===== src/rtl/ring_rr_arbiter_pkg.sv =====
// Shared types and helpers for the ring round-robin arbiter.
package ring_arb_pkg;

  typedef enum logic {
    IDLE,
    GRANT
  } arb_state_t;

  localparam int unsigned RING_N_DEFAULT        = 4;
  localparam int unsigned RING_MAX_HOLD_DEFAULT = 16;

  // Widest ring rotl supports; callers zero-extend and truncate to their own N.
  localparam int unsigned RING_MAXW = 64;
  localparam int unsigned RING_IDXW = $clog2(RING_MAXW);

  function automatic logic [RING_MAXW-1:0] rotl(input logic [RING_MAXW-1:0] v,
                                                input int unsigned n);
    logic [RING_MAXW-1:0] r;
    r = '0;
    for (int unsigned i = 0; i < RING_MAXW; i++) begin
      if (i < n) r[RING_IDXW'((i + 1) % n)] = v[RING_IDXW'(i)];
    end
    return r;
  endfunction

endpackage


===== src/rtl/ring_rr_arbiter_if.sv =====
// Request/grant bundle between requesters (master) and the arbiter (slave).
interface ring_rr_arbiter_if
  import ring_arb_pkg::*;
#(
  parameter int unsigned N = RING_N_DEFAULT
);
  localparam int unsigned IW = (N > 1) ? $clog2(N) : 1;

  logic [N-1:0]  req;
  logic [N-1:0]  gnt;
  logic          gnt_valid;
  logic [IW-1:0] gnt_id;
  logic [N-1:0]  ptr;
  logic          timeout;

  modport master (output req, input gnt, gnt_valid, gnt_id, ptr, timeout);
  modport slave  (input req, output gnt, gnt_valid, gnt_id, ptr, timeout);
endinterface


===== src/rtl/ring_rr_arbiter_pick.sv =====
// Combinational round-robin pick: first set req bit at or above the one-hot ptr, wrapping.
module rr_priority_pick #(
  parameter int unsigned N = 4
) (
  input  logic [N-1:0] req,
  input  logic [N-1:0] ptr,
  output logic [N-1:0] pick,
  output logic         any
);
  localparam int unsigned IW = (N > 1) ? $clog2(N) : 1;

  logic          armed;
  logic          found;
  logic [IW-1:0] idx;

  // Two passes over the ring: the first arms at ptr, the second covers the wrap.
  always_comb begin
    pick  = '0;
    armed = 1'b0;
    found = 1'b0;
    idx   = '0;
    for (int unsigned i = 0; i < 2 * N; i++) begin
      idx = IW'(i % N);
      if (ptr[idx]) armed = 1'b1;
      if (armed && !found && req[idx]) begin
        pick[idx] = 1'b1;
        found     = 1'b1;
      end
    end
  end

  assign any = |req;
endmodule


===== src/rtl/ring_rr_arbiter.sv =====
// Ring-pointer round-robin arbiter with registered one-hot grant.
// Optional forced release after MAX_HOLD cycles: define RING_RR_ARBITER_TIMEOUT_EN.
module ring_rr_arbiter
  import ring_arb_pkg::*;
#(
  parameter int unsigned N        = RING_N_DEFAULT,
  parameter int unsigned MAX_HOLD = RING_MAX_HOLD_DEFAULT
) (
  input logic              clk,
  input logic              reset,
  ring_rr_arbiter_if.slave bus
);
  localparam int unsigned IW = (N > 1) ? $clog2(N) : 1;

  arb_state_t    state;
  logic [N-1:0]  gnt_q;
  logic [N-1:0]  ptr_q;
  logic          gnt_valid_q;
  logic [IW-1:0] gnt_id_q;

  logic [N-1:0]  rot_owner;
  logic [N-1:0]  pick_req;
  logic [N-1:0]  pick_ptr;
  logic [N-1:0]  pick_gnt;
  logic          pick_any;
  logic [IW-1:0] pick_id;
  logic          owner_req;

  assign owner_req = |(bus.req & gnt_q);
  assign rot_owner = N'(rotl(RING_MAXW'(gnt_q), N));

  // Masking the owner lets one picker serve idle grant, release and forced release:
  // in IDLE gnt_q is zero, and on release the owner bit of req is already clear.
  assign pick_req = bus.req & ~gnt_q;
  assign pick_ptr = (state == GRANT) ? rot_owner : ptr_q;

  rr_priority_pick #(.N(N)) u_pick (
    .req (pick_req),
    .ptr (pick_ptr),
    .pick(pick_gnt),
    .any (pick_any)
  );

  always_comb begin
    pick_id = '0;
    for (int unsigned i = 0; i < N; i++) begin
      if (pick_gnt[i]) pick_id = IW'(i);
    end
  end

`ifdef RING_RR_ARBITER_TIMEOUT_EN
  localparam int unsigned CW = $clog2(MAX_HOLD + 1);
  logic [CW-1:0] hold_cnt;
  logic          timeout_q;
`else
  localparam int unsigned unused_max_hold = MAX_HOLD;
`endif

  always_ff @(posedge clk) begin
    if (reset) begin
      state       <= IDLE;
      ptr_q       <= N'(1);
      gnt_q       <= '0;
      gnt_valid_q <= 1'b0;
      gnt_id_q    <= '0;
`ifdef RING_RR_ARBITER_TIMEOUT_EN
      hold_cnt    <= '0;
      timeout_q   <= 1'b0;
`endif
    end else begin
`ifdef RING_RR_ARBITER_TIMEOUT_EN
      timeout_q <= 1'b0;
`endif
      case (state)
        IDLE: begin
          if (pick_any) begin
            gnt_q       <= pick_gnt;
            gnt_valid_q <= 1'b1;
            gnt_id_q    <= pick_id;
            state       <= GRANT;
`ifdef RING_RR_ARBITER_TIMEOUT_EN
            hold_cnt    <= '0;
`endif
          end
        end
        GRANT: begin
          if (!owner_req) begin
            ptr_q <= rot_owner;
            if (pick_any) begin
              gnt_q       <= pick_gnt;
              gnt_id_q    <= pick_id;
`ifdef RING_RR_ARBITER_TIMEOUT_EN
              hold_cnt    <= '0;
`endif
            end else begin
              gnt_q       <= '0;
              gnt_valid_q <= 1'b0;
              gnt_id_q    <= '0;
              state       <= IDLE;
            end
          end
`ifdef RING_RR_ARBITER_TIMEOUT_EN
          else if (hold_cnt == CW'(MAX_HOLD - 1)) begin
            // Saturated: only hand over if someone else is waiting.
            if (pick_any) begin
              ptr_q     <= rot_owner;
              gnt_q     <= pick_gnt;
              gnt_id_q  <= pick_id;
              hold_cnt  <= '0;
              timeout_q <= 1'b1;
            end
          end else begin
            hold_cnt <= hold_cnt + CW'(1);
          end
`endif
        end
        default: state <= IDLE;
      endcase
    end
  end

  assign bus.gnt       = gnt_q;
  assign bus.gnt_valid = gnt_valid_q;
  assign bus.gnt_id    = gnt_id_q;
  assign bus.ptr       = ptr_q;
`ifdef RING_RR_ARBITER_TIMEOUT_EN
  assign bus.timeout   = timeout_q;
`else
  assign bus.timeout   = 1'b0;
`endif
endmodule


===== src/flat_wrapper.sv =====
// flat-port wrapper written by rule: the top's interface ports become plain ports
module ring_rr_arbiter_flat import ring_arb_pkg::*;
#(
  parameter int unsigned N        = RING_N_DEFAULT,
  parameter int unsigned MAX_HOLD = RING_MAX_HOLD_DEFAULT
)
  (clk, reset, bus_req, bus_gnt, bus_gnt_valid, bus_gnt_id, bus_ptr, bus_timeout);
  ring_rr_arbiter_if #(.N(N)) bus_i ();
  input logic clk;
  input logic reset;
  input wire logic [$bits(bus_i.req)-1:0] bus_req;
  output wire logic [$bits(bus_i.gnt)-1:0] bus_gnt;
  output wire logic [$bits(bus_i.gnt_valid)-1:0] bus_gnt_valid;
  output wire logic [$bits(bus_i.gnt_id)-1:0] bus_gnt_id;
  output wire logic [$bits(bus_i.ptr)-1:0] bus_ptr;
  output wire logic [$bits(bus_i.timeout)-1:0] bus_timeout;
  assign bus_i.req = bus_req;
  assign bus_gnt = bus_i.gnt;
  assign bus_gnt_valid = bus_i.gnt_valid;
  assign bus_gnt_id = bus_i.gnt_id;
  assign bus_ptr = bus_i.ptr;
  assign bus_timeout = bus_i.timeout;
  ring_rr_arbiter #(.N(N), .MAX_HOLD(MAX_HOLD)) u_core (.clk(clk), .reset(reset), .bus(bus_i));
endmodule

===== config.mk =====
export PLATFORM = sky130hd
export DESIGN_NAME = ring_rr_arbiter_flat
export DESIGN_NICKNAME = d
export VERILOG_FILES = /design/src/rtl/ring_rr_arbiter_pkg.sv /design/src/rtl/ring_rr_arbiter_if.sv /design/src/rtl/ring_rr_arbiter_pick.sv /design/src/rtl/ring_rr_arbiter.sv /design/src/flat_wrapper.sv
export SDC_FILE = /design/constraint.sdc
export NUM_CORES = 1
export LEC_CHECK = 0
export BUFFER_PORTS_ARGS = -buffer_cell sky130_fd_sc_hd__buf_4
export CORE_MARGIN = 2
export CORE_UTILIZATION = 41
export DETAILED_ROUTE_END_ITERATION = 16
export PLACE_DENSITY = 0.74
export REMOVE_ABC_BUFFERS = 1
export SLEW_MARGIN = 30
export SYNTH_ARGS = -nofsm -noshare
export SYNTH_HDL_FRONTEND = slang
export SYNTH_SLANG_ARGS = --single-unit

===== constraint.sdc =====
create_clock -name clk -period 1.7 [get_ports clk]
set_input_delay 0.255 -clock clk [delete_from_list [all_inputs] [get_ports clk]]
set_output_delay 0.255 -clock clk [all_outputs]
set_load 0.01 [all_outputs]

==> flow_metrics.py <==
metrics = {
    "clock_network": {
        "cts_root_buf": "clkbuf_4",
        "clk_path_buf_depth": 2,
        "hold_buffers": 0,
        "cts_sinks": 12,
        "cts_resized": 0,
        "ctsHtreeMaxLevel": 1,
        "numCtsBuffers": 3,
        "clkTransAtPathRegs_ns": 0.08,
        "tritoncts": "yes",
        "insertion_delay_ns": 0.27,
        "post-cts-setup-buffers": 0,
    },
    "floorplan": {
        "core_um2": 1670,
        "ioPinCount": 18,
        "dieArea_um2": 2070,
        "die_y_um": 45.5,
        "die_w_um": 45.5,
        "rows": 15,
        "start_util_pct": 42.3,
    },
    "logic_synthesis": {
        "synthesis.instances": 88,
        "synth-xor-area-share_pct": 0,
        "synthTopCellsByCount": "dfxtp_1 (12), nor2_1 (10), nand2_1 (9)",
        "postSynthAreaPerCell_um2": 8.03,
        "synth_compound_area_share_pct": 24.2,
        "synth-seq-area-share_pct": 34.0,
        "yosys-top-cells-area": "dfxtp_1 (34%), a21oi_1 (5.7%), nor2_1 (5.3%)",
        "synth_top_family_by_area": "simple AND/OR/NAND/NOR gates",
        "ys_types": 36,
        "yosysWarnings": 0,
        "synth_top_area_share_pct": 34.0,
        "ys_async_sr_fraction_pct": 0,
        "ys_seq_elements": 12,
        "synth_most_common_cell": "dfxtp_1",
        "netlist_area_um2": 707,
        "synthMuxAreaShare_pct": 5.84,
        "yosys.area.top_type": "dfxtp_1",
        "synthSimpleGateAreaFrac_pct": 31.0,
        "synth_edf_count": 0,
        "ys.flop_type": "dfxtp_1",
        "synth_adder_area_share_pct": 0,
    },
    "power": {
        "ir_worst_vdd_uv": 627,
        "powerDensity_nw_per_um2": 867,
        "p_leak_nw": 0.401,
    },
    "drt": {
        "viasPerCell": 5.79,
        "first_iter_violations": 10,
        "drc": 0,
        "dr_total_vias": 735,
        "postRouteAntennaNets": 0,
        "wl_per_cell_um": 14.8,
        "first_pass_iters": 4,
        "finalWirelength_mm": 1.88,
    },
    "placed_design": {
        "dp_hpwl_mm": 1.40,
        "portBuffers": 16,
        "gp_congestion": 0.943,
        "pre_cts_slack_ns": 0.0452,
        "postPlaceCellArea_um2": 870,
    },
    "timing": {
        "slew_violations": 0,
        "hold_ws_ns": 0.245,
        "hold_viol": 0,
        "layout_min_cycle_time_ns": 1.64,
        "fin_ws_ns": 0.0640,
        "rsz0062_at_grt": "no",
        "finalCritPeriodShare_pct": 96.2,
        "setup-tns-final_ns": 0,
        "fmax_ghz": 0.611,
        "skew_ns": 0.00340,
        "setup_violations": 0,
    },
    "run": {
        "maxCapViolCount": 0,
    },
    "cells_and_area": {
        "area_delta_synth_final_pct": 28.8,
        "n_antenna_cell": 0,
        "finalNetCount": 117,
        "final_area_um2": 911,
        "drive_above_1_share_pct": 34.5,
    },
    "global_route": {
        "grt_pass1_wl_mm": 2.99,
        "grt_overflow": 0,
        "grt_max_degree": 15,
        "grt_util_all_layers_pct": 19.9,
        "grt_pass1_vias": 678,
        "antenna_found_initial": 0,
    },
    "worst_setup_path": {
        "worstPathRequired_ns": 1.90,
        "path_class": "register to register",
        "crit_path_cell_trace": "or3b_1, o22a_1, o22ai_2, nand4_2, a31oi_1",
        "rr_worst_depth": 5,
        "startpoint_type": "register",
        "worst_setup_path_end_kind": "register",
        "reg2reg_slack_ns": 0.06,
        "cp_num_buf_inv": 0,
        "rr_startpoint": "u_core.state",
        "worstPathMaxFanout": 9,
        "cp_data_arrival_time_ns": 1.84,
        "timing.rr.end": "u_core.bus.gnt_id[0]",
        "cp_top_family": "compound AO/OA/AOI/OAI gates",
        "crit_slowest_cell": "dfxtp_2",
        "critical_path.max_stage_delay_ns": 0.42,
    },
    "worst_hold_path": {
        "hold_class": "input port to register",
        "hold_start": "reset",
        "min_to": "u_core.state",
        "min_path_cells": 2,
    },
    "outcome": {
        "status": "finished, final reports clean",
    },
}
==> stage by stage <==
stage          total power, mW  instances  utilization [%]
3_3_place_gp             0.553        123             52.1
6_report                 0.790        127             54.5
4_1_cts                  0.785        127             54.2
5_1_grt                  0.829        127             54.5
3_5_place_dp             0.556        123             52.1
2_1_floorplan            0.466         85                -
==> state kept, by name, indices dropped and copies added (netlist names) <==
name / count
u_core.bus.ptr: 4
u_core.bus.gnt: 4
u_core.bus.gnt_id: 2
u_core.state: 1
u_core.bus.gnt_valid: 1
==> layout by cell type, fill, tap and decap left out, types with 2 or more instances in the layout <==
cell type  count
buf_4         21
dfxtp_1       11
nor2_1        10
nand2_1        9
a21oi_1        8
inv_1          4
nand2b_1       4
nand3_1        3
mux2i_1        3
clkbuf_4       3
or2b_2         2
o21ai_2        2
nor3_1         2
nand4_2        2
o21ai_0        2
nand4_1        2
a31oi_1        2
==> where the power goes <==
part | internal, mW | leakage, nW | total, mW | switching (mW)
clock network | 0.130 | 0.0210 | 0.232 | 0.102
registers | 0.304 | 0.0985 | 0.330 | 0.0267
logic | 0.109 | 0.281 | 0.228 | 0.119
==> cell families (layout without fill, tap and decap cells) <==
group | count (synthesis) | in the layout
buffers and inverters | 7 | 29
multiplexers | 4 | 4
flip-flops | 12 | 12
AND/OR/NAND/NOR | 39 | 39
AO/OA/AOI/OAI | 25 | 25
other | 1 | 1
==> final cells by class <==
type                    instances  area (um^2)
fillers                       150          759
well taps                      17         21.3
inverters                       4         15.0
multi-input cells              69          439
repair buffers                 21          158
clock buffers                   4         36.3
flip-flops and latches         12          241
==> metal layers <==
layer | GRT usage, % | up-vias | part of all wire (%)
li1 | - | 360 | -
met1 | 24.5 | 348 | 46
met2 | 33.0 | 22 | 47
met3 | 5.16 | 5 | 5.5
met4 | 7.65 | 0 | 1.2
met5 | 0 | - | 0
==> worst max path at each step <==
| stage | cells past startpoint | from | slack, ns | endpoint |
|---|---|---|---|---|
| finish | 5 | u_core.state | 0.06 | u_core.bus.gnt_id[0] |
| global route | 5 | u_core.state | 0.004 | u_core.bus.gnt_id[0] |
| CTS | 5 | u_core.state | 0.009 | u_core.bus.gnt_id[0] |
| detailed placement | 5 | u_core.state | 0.05 | u_core.bus.gnt_id[0] |
| global placement | 5 | u_core.state | 0.06 | u_core.bus.gnt_id[0] |
| floorplan | 5 | u_core.state | 0.14 | u_core.bus.gnt_id[0] |
No activity file was read; power rests on OpenSTA's default activity.
